### src/rtl/mux_pkg.sv
`default_nettype none
// ============================================================================
// Module      : mux_pkg
// Description : Shared mode constants, controller state encoding and
//               select-width helper for the N-channel scanning multiplexer.
// Revision    : 1.0 - initial release
// ============================================================================
package mux_pkg;

    localparam logic MODE_MAN  = 1'b0;
    localparam logic MODE_SCAN = 1'b1;

    typedef enum logic [1:0] {
        IDLE = 2'd0,
        MAN  = 2'd1,
        SCAN = 2'd2
    } mux_state_t;

    // Select width never collapses below one bit, even for two channels.
    function automatic int sel_width(input int n);
        return (n > 2) ? $clog2(n) : 1;
    endfunction

endpackage
`default_nettype wire

### src/rtl/mux_scan_ctrl.sv
`default_nettype none
// ============================================================================
// Module      : mux_scan_ctrl
// Description : Mode FSM plus round-robin pointer and dwell counter; yields
//               the channel index to capture on the current cycle.
// Revision    : 1.0 - initial release
// ============================================================================
module mux_scan_ctrl
    import mux_pkg::*;
#(
    parameter int N_CH  = 4,
    parameter int DWELL = 4,
    parameter int SELW  = 2
) (
    input  logic            clk,
    input  logic            rst_n,
    input  logic            i_cap,
    input  logic            i_en,
    input  logic            i_mode,
    input  logic [SELW-1:0] i_sel,
    output logic [SELW-1:0] o_ch
);

    localparam int              DCW         = $clog2(DWELL) + 1;
    localparam logic [DCW-1:0]  c_DCNT_LAST = DCW'(DWELL - 1);
    localparam logic [SELW-1:0] c_PTR_LAST  = SELW'(N_CH - 1);

    mux_state_t      r_state;
    mux_state_t      w_state_nxt;
    logic [SELW-1:0] r_ptr;
    logic [DCW-1:0]  r_dcnt;
    logic            w_scan_entry;
    logic            w_update;
    logic [SELW-1:0] w_ptr_base;
    logic [DCW-1:0]  w_dcnt_base;

    // A stalled cycle (enabled but unable to capture) freezes everything, so
    // mode changes during a stall only take effect on the next capture.
    assign w_update     = i_cap || !i_en;
    assign w_scan_entry = (r_state != SCAN);
    assign w_ptr_base   = w_scan_entry ? '0 : r_ptr;
    assign w_dcnt_base  = w_scan_entry ? '0 : r_dcnt;
    assign o_ch         = (i_mode == MODE_SCAN) ? w_ptr_base : i_sel;

    always_comb begin
        w_state_nxt = r_state;
        if (!i_en) begin
            w_state_nxt = IDLE;
        end else if (i_mode == MODE_SCAN) begin
            w_state_nxt = SCAN;
        end else begin
            w_state_nxt = MAN;
        end
    end

    always_ff @(posedge clk or negedge rst_n) begin
        if (!rst_n) begin
            r_state <= IDLE;
            r_ptr   <= '0;
            r_dcnt  <= '0;
        end else begin
            if (w_update) begin
                r_state <= w_state_nxt;
            end
            // Entry capture counts as the first sample of channel 0's dwell.
            if (i_cap && (i_mode == MODE_SCAN)) begin
                if (w_dcnt_base == c_DCNT_LAST) begin
                    r_dcnt <= '0;
                    r_ptr  <= (w_ptr_base == c_PTR_LAST) ? '0 : w_ptr_base + SELW'(1);
                end else begin
                    r_dcnt <= w_dcnt_base + DCW'(1);
                    r_ptr  <= w_ptr_base;
                end
            end
        end
    end

endmodule
`default_nettype wire

### src/rtl/mux_nx1_scan.sv
`default_nettype none
// ============================================================================
// Module      : mux_nx1_scan
// Description : N-channel, W-bit multiplexer with registered output, manual
//               or round-robin scan channel selection and valid/ready output.
// Revision    : 1.0 - initial release
// ============================================================================
module mux_nx1_scan
    import mux_pkg::*;
#(
    parameter int N_CH  = 4,
    parameter int W     = 1,
    parameter int DWELL = 4,
    localparam int SELW = sel_width(N_CH)
) (
    input  logic              clk,
    input  logic              rst_n,
    input  logic [N_CH*W-1:0] in_data,
    input  logic [SELW-1:0]   sel,
    input  logic              mode,
    input  logic              en,
    output logic [W-1:0]      out_data,
    output logic [SELW-1:0]   out_ch,
    output logic              out_valid,
    input  logic              out_ready
);

    logic [W-1:0]    r_data;
    logic [SELW-1:0] r_ch;
    logic            r_valid;
    logic            w_cap;
    logic [SELW-1:0] w_ch;
    logic [W-1:0]    w_sel_data;

    assign w_cap = en && (!r_valid || out_ready);

    mux_scan_ctrl #(
        .N_CH  (N_CH),
        .DWELL (DWELL),
        .SELW  (SELW)
    ) u_ctrl (
        .clk    (clk),
        .rst_n  (rst_n),
        .i_cap  (w_cap),
        .i_en   (en),
        .i_mode (mode),
        .i_sel  (sel),
        .o_ch   (w_ch)
    );

    // An index beyond the last channel matches nothing and yields zero data.
    always_comb begin
        w_sel_data = '0;
        for (int k = 0; k < N_CH; k++) begin
            if (w_ch == SELW'(k)) begin
                w_sel_data = in_data[k*W +: W];
            end
        end
    end

    always_ff @(posedge clk or negedge rst_n) begin
        if (!rst_n) begin
            r_data  <= '0;
            r_ch    <= '0;
            r_valid <= 1'b0;
        end else if (w_cap) begin
            r_data  <= w_sel_data;
            r_ch    <= w_ch;
            r_valid <= 1'b1;
        end else if (r_valid && out_ready) begin
            r_valid <= 1'b0;
        end
    end

    assign out_data  = r_data;
    assign out_ch    = r_ch;
    assign out_valid = r_valid;

endmodule
`default_nettype wire

### config.mk
export PLATFORM = sky130hd
export DESIGN_NAME = mux_nx1_scan
export DESIGN_NICKNAME = d
export VERILOG_FILES = /design/src/rtl/mux_pkg.sv /design/src/rtl/mux_scan_ctrl.sv /design/src/rtl/mux_nx1_scan.sv
export SDC_FILE = /design/constraint.sdc
export NUM_CORES = 1
export LEC_CHECK = 0
export ABC_AREA = 1
export CAP_MARGIN = 25
export CORE_MARGIN = 4
export CORE_UTILIZATION = 41
export CTS_BUF_LIST = sky130_fd_sc_hd__clkbuf_4 sky130_fd_sc_hd__clkbuf_8 sky130_fd_sc_hd__clkbuf_16
export DETAILED_ROUTE_END_ITERATION = 10
export PLACE_DENSITY = 0.72
export SLEW_MARGIN = 30
export SYNTH_ARGS = -nofsm -noshare
export SYNTH_HDL_FRONTEND = slang
export SYNTH_SLANG_ARGS = --single-unit
### constraint.sdc
create_clock -name clk -period 1.2 [get_ports clk]
set_input_delay 0.24 -clock clk [delete_from_list [all_inputs] [get_ports clk]]
set_output_delay 0.24 -clock clk [all_outputs]
set_load 0.005 [all_outputs]
; Word level (Yosys, flattened, before mapping)
; Index checks and enable logic that the tools add are counted.
[totals]
wordCells = 37
output_inout_bits = 4
regBits = 11
[classes]
eq_ne = 6
muxes = 14
addsub = 2
n_reduce_logical = 9
[ops]
columns = cell, count
row1 = 2-to-1 mux 2 bit, 6
row2 = "equality test 2 bit, second input constant", 3
row3 = 2-to-1 mux 1 bit, 6
row4 = 2-to-1 mux 3 bit, 2
row5 = "adder 3 x 1 -> 3 bit, second input constant", 1
row6 = "equality test 3 x 2 -> 1 bit, second input constant", 1
row7 = logical AND 1 bit, 3
row8 = "adder 2 x 1 -> 2 bit, second input constant", 1
row9 = "equality test 2 x 1 -> 1 bit, second input constant", 1
row10 = zero test 1 bit, 2
row11 = zero test 2 bit, 1
row12 = logical OR 1 bit, 2
row13 = "inequality test 2 bit, second input constant", 1
row14 = nonzero test 2 bit, 1

; Longest topological paths before layout
[depth]
word_depth = 8
ltp_mapped = 8
depth_no_buf = 8

; Cells and area by module
; From an unflattened synthesis, not the netlist that was laid out.
[hier_totals]
cells_unflattened = 75
hier_area_um2 = 579.3
[modules_own_cells]
columns = module, cells_each, seq_area_each_um2, instances, area_per_inst_um2
row1 = mux_scan_ctrl, 50, 175.2, 1, 386.6
row2 = mux_nx1_scan, 25, 100.1, 1, 192.7

; Worst setup path after synthesis
; No wires, ideal clock.
[synth_path]
path_type = reg-to-reg
from = reg u_ctrl.r_state[0]
to = reg u_ctrl.r_ptr[1]
required_time_ps = 1129
synth_period_minus_slack_ps = 1270
arrival_time_ps = 1199
slack_ps = -70
path_stages_with_launch = 9
n_path_buf = 0
setup_time_ps = 71
cell_sequence = dfrtp_1 inv_1 nand2_2 nor2_1 ha_1 o21ai_2 nor2_1 a21oi_1 nor2_1
[synth_between]
elab_chain_len = 5
elab_cells_between_ends = 8
cone_classes = add/sub: 1 / eq/ne: 3 / mux: 4
[synth_lines]
columns = element, line_no
row1 = start: declaration, mux_scan_ctrl.sv:28  ; mux_state_t r_state;
row2 = start signal: assignment, mux_scan_ctrl.sv:63  ; r_state <= w_state_nxt;
row3 = inequality test 2 bit (*), mux_scan_ctrl.sv:40  ; assign w_scan_entry = (r_state != SCAN);
row4 = 2-to-1 mux 2 bit, mux_scan_ctrl.sv:41  ; assign w_ptr_base = w_scan_entry ? '0 : r_ptr;
row5 = adder 2 x 1 -> 2 bit or equality test 2 bit (tied branches), mux_scan_ctrl.sv:69  ; r_ptr <= (w_ptr_base == c_PTR_LAST) ? '0 : w_ptr_base + SELW'(1);
row6 = 2-to-1 mux 2 bit, mux_scan_ctrl.sv:69
row7 = 2-to-1 mux 2 bit (*), mux_scan_ctrl.sv:67  ; if (w_dcnt_base == c_DCNT_LAST) begin
row8 = end signal: assignment, mux_scan_ctrl.sv:69
row9 = end signal: assignment, mux_scan_ctrl.sv:72  ; r_ptr <= w_ptr_base;
row10 = end: declaration, mux_scan_ctrl.sv:30  ; logic [SELW-1:0] r_ptr;
; Mark *: on every way between the ends. The rest lies on a longest branch, timed or not.
; A chain may end at the register's enable or synchronous reset.

; Final worst setup path
[layout_path]
from = reg u_ctrl.r_state[1]
to = reg u_ctrl.r_ptr[1]
; Same word-level chain as after synthesis.

==> results.tsv <==
stage	metric	value	unit
status	outcome	finished with violations	
status	failed_checks	setup timing	
synthesis	yosys.cell_types.count	19	
timing	fin_skew	0.00325	ns
setup_path	critical-path-top-delay-family	flip-flops	
synthesis	ys.warnings.count	0	
timing	drv_slew	0	
synthesis	netlist_area	586	um^2
timing	max_freq	804	MHz
detailed_routing	antenna_violating_nets_post_route	0	
timing	final.hold.worst_slack	0.268	ns
timing	crit_share_post_route	104	%
setup_path	worst-endpoint-required	1.39	ns
setup_path	crit_top_cell	sky130_fd_sc_hd__nor2_1	
setup_path	crit_fanout	4	
worst_hold_path	worst_hold_path_type	in2async	
timing	worst_pin_slew	0.222	ns
clock_network	cts-root-to-sink-buffers	2	
place	numPortBuffers	14	
clock_network	clock_pin_transition_on_the_worst_setup_and_hold_timing_paths	0.07	ns
setup_path	timing.reg2reg.worst_path_depth	7	
timing	max_slew_margin	85.2	%
setup_path	regToRegEndpoint	u_ctrl.r_ptr[1]$_DFFE_PN0P_	
power_and_ir_drop	total_power	969	uW
cells_and_area	final_cells	120	
clock_network	cts_tree	built	
place	dpl.hpwl	1.05	mm
timing	rsz0062_at_grt	true	
timing	hold_violations	0	
timing	min_setup_slack_post_route	-0.0445	ns
setup_path	worst_r2r_startpoint	u_ctrl.r_state[1]$_DFFE_PN0P_	
floorplan	die_height	45.8	um
cells_and_area	filler_cell_count	111	
clock_network	clk_latency	0.26	ns
setup_path	crit_type	reg2reg	
detailed_routing	route.detailed.vias_per_inst	4.85	
setup_path	max_stage_delay_cell_worst_path	sky130_fd_sc_hd__dfrtp_1	
setup_path	reg2reg_slack	-0.04	ns
synthesis	synth_top_cells_by_area	sky130_fd_sc_hd__dfrtp_1 47%, sky130_fd_sc_hd__nand2_1 11%, sky130_fd_sc_hd__nand3_1 7.7%	
global_routing	grt_first_pass_wirelength	2.24	mm
power_and_ir_drop	irDropWorstVdd	0.617	mV
setup_path	worst-path-stages	7	
detailed_routing	drt_drc_violations_left	0	
detailed_routing	avgRoutedWirePerCell	11.3	um
timing	final.min_clock_period	1.24	ns
setup_path	critical-path-max-stage-delay	0.41	ns
timing	setup_tns_final	-0.0445	ns
place	dpl.cell_count	112	
synthesis	synthesis.area_per_instance	8.25	um^2
global_routing	first_global_vias	561	
global_routing	track_usage	14.7	%
detailed_routing	wl	1.36	mm
synthesis	dominant_cell_type_by_area_after_synthesis	sky130_fd_sc_hd__dfrtp_1	
clock_network	htree_depth	1	
synthesis	yosys.area.top_type_share	47.0	%
synthesis	postSynthRegisterBits	11	
detailed_routing	dr_total_vias	582	
clock_network	cts_sinks	11	
global_routing	grt_max_degree	12	
floorplan	ios	15	
detailed_routing	first_iter_violations	10	
place	placed_cell_area	840	um^2
cells_and_area	area_growth_syn_to_layout	63.7	%
setup_path	crit_chain	nand2_4 -> nor2_4 -> ha_4 -> buf_4 -> a31oi_1 -> nor2_1 -> nor2_1	
global_routing	antenna_found_initial	0	
floorplan	start_util	44.4	%
cells_and_area	stdcell_area	958	um^2
job	timing.max_cap.violations	0	
power_and_ir_drop	power_density	1010	mW/mm^2
cells_and_area	post_route_cells_drive_above_1_share	34.3	%
synthesis	yosysSeqAreaShare	47.0	%
place	routabilityCongestion	0.789	
cells_and_area	insertedDiodeCount	0	
detailed_routing	length_of_the_first_detailed_routing_pass_in_iterations	4	
floorplan	die-area	0.00210	mm^2
setup_path	timing.critical_path.buf_inv	1	
floorplan	dieWidth	45.8	um
power_and_ir_drop	leakagePower	0.000475	uW
clock_network	cts_made_buffers	3	
setup_path	start_kind	flop	
setup_path	cp-end-kind	flop	
floorplan	design.core.area	0.00132	mm^2
global_routing	overflow	0	
timing	finalSetupViolations	2	
setup_path	cp.arrival	1.44	ns
synthesis	synth_nets	83	
clock_network	clk_root_buffer_cell	sky130_fd_sc_hd__clkbuf_4	
cells_and_area	finalNetCount	118	
synthesis	synthesis.instances	71	
floorplan	placementRows	13	
setup_path	crit_path_start	u_ctrl.r_state[1]$_DFFE_PN0P_	
worst max-delay path by stage:
stage / to / slack (ns)
floorplan: u_ctrl.r_ptr[1]$_DFFE_PN0P_ / 0.0009
global placement: out_data$_DFFE_PN0P_ / -0.23
detailed placement: out_data$_DFFE_PN0P_ / -0.25
CTS: u_ctrl.r_ptr[1]$_DFFE_PN0P_ / -0.06
global route: u_ctrl.r_ptr[1]$_DFFE_PN0P_ / -0.14
finish: u_ctrl.r_ptr[1]$_DFFE_PN0P_ / -0.04
layout make-up:
type	count	area, um^2	share of cell area (%)
clock buffer	4	30.0	3.13
inverter	9	33.8	3.52
multi-input combinational	51	335	35.0
sequential	11	275	28.7
tap	15	18.8	1.96
timing repair buffer	30	265	27.7
cell families after synthesis:
logic type	share of synthesized area (%)
AND/OR/NAND/NOR	32.9
AO/OA/AOI/OAI	12.2
flip-flops	47.0
buffers and inverters	5.77
adder cells (fa/ha/maj)	2.14
power breakdown:
group	internal (uW)	switching, uW
Clock	151	118
Sequential	414	20.1
Combinational	135	131
cell usage after synthesis:
master                     count
sky130_fd_sc_hd__a21oi_1       1
sky130_fd_sc_hd__ha_1          1
sky130_fd_sc_hd__nand3_1       9
sky130_fd_sc_hd__nor2_1        7
sky130_fd_sc_hd__o21ai_2       3
sky130_fd_sc_hd__inv_2         2
sky130_fd_sc_hd__or2_1         1
sky130_fd_sc_hd__o22ai_1       2
sky130_fd_sc_hd__dfrtp_1      11
sky130_fd_sc_hd__a31oi_1       2
sky130_fd_sc_hd__nand2_1      17
sky130_fd_sc_hd__nor2_8        1
sky130_fd_sc_hd__nand2_2       1
sky130_fd_sc_hd__o21ai_1       1
sky130_fd_sc_hd__inv_1         7
sky130_fd_sc_hd__o21ai_0       2
sky130_fd_sc_hd__nand4_1       1
sky130_fd_sc_hd__nand3b_1      1
sky130_fd_sc_hd__nand2_4       1
metal layers:
layer,up-vias,part of all wire [%],track usage [%]
met1,270,46,17.8
met3,0,1.9,3.16
met5,-,0,0
met2,9,52,24.0
li1,303,-,-
met4,0,0,7.95
registers in the layout, summed over array words and instances (netlist names):
| register | count |
|---|---|
| out_ch | 2 |
| u_ctrl.r_ptr | 2 |
| u_ctrl.r_dcnt | 3 |
| out_data | 1 |
| out_valid | 1 |
| u_ctrl.r_state | 2 |
through the flow:
stage               utilization [%]  setup slack (ns)
global placement               63.7            -0.225
floorplan                         -          0.000887
global route                   72.7            -0.140
detailed placement             63.7            -0.255
CTS                            70.6           -0.0589
finish                         72.7           -0.0445
placed cells by master, fill, tap and decap left out:
| cell type | synthesis | routed |
|---|---|---|
| sky130_fd_sc_hd__clkdlybuf4s50_1 | 0 | 9 |
| sky130_fd_sc_hd__nand3_2 | 0 | 1 |
| sky130_fd_sc_hd__o21ai_1 | 1 | 1 |
| sky130_fd_sc_hd__a21oi_1 | 1 | 1 |
| sky130_fd_sc_hd__clkbuf_4 | 0 | 4 |
| sky130_fd_sc_hd__dlymetal6s2s_1 | 0 | 1 |
| sky130_fd_sc_hd__dfrtp_1 | 11 | 11 |
| sky130_fd_sc_hd__o21ai_0 | 2 | 1 |
| sky130_fd_sc_hd__nor2_4 | 0 | 2 |
| sky130_fd_sc_hd__nand4_1 | 1 | 1 |
| sky130_fd_sc_hd__nor2_2 | 0 | 1 |
| sky130_fd_sc_hd__inv_1 | 7 | 6 |
| sky130_fd_sc_hd__nor2_1 | 7 | 4 |
| sky130_fd_sc_hd__o22ai_1 | 2 | 2 |
| sky130_fd_sc_hd__o21ai_4 | 0 | 1 |
| sky130_fd_sc_hd__buf_6 | 0 | 2 |
| sky130_fd_sc_hd__or2_1 | 1 | 1 |
| sky130_fd_sc_hd__inv_2 | 2 | 3 |
| sky130_fd_sc_hd__nand2_1 | 17 | 16 |
| sky130_fd_sc_hd__nor2_8 | 1 | 1 |
| sky130_fd_sc_hd__nand2_4 | 1 | 3 |
| sky130_fd_sc_hd__a31oi_1 | 2 | 2 |
| sky130_fd_sc_hd__dlygate4sd2_1 | 0 | 4 |
| sky130_fd_sc_hd__nand3b_1 | 1 | 1 |
| sky130_fd_sc_hd__ha_4 | 0 | 1 |
| sky130_fd_sc_hd__nand3_1 | 9 | 8 |
| sky130_fd_sc_hd__o21ai_2 | 3 | 3 |
| sky130_fd_sc_hd__buf_4 | 0 | 14 |
repair_timing:
action | 4_1_cts | 5_1_grt
resized for setup | 12 | 7
cloned | 0 | 0
pin swaps | 7 | 8
buffers inserted | 3 | 2
setup endpoints to repair | 6 | 6
hold buffers | 0 | 0
Note: power is estimated with default switching activity, not from simulation.
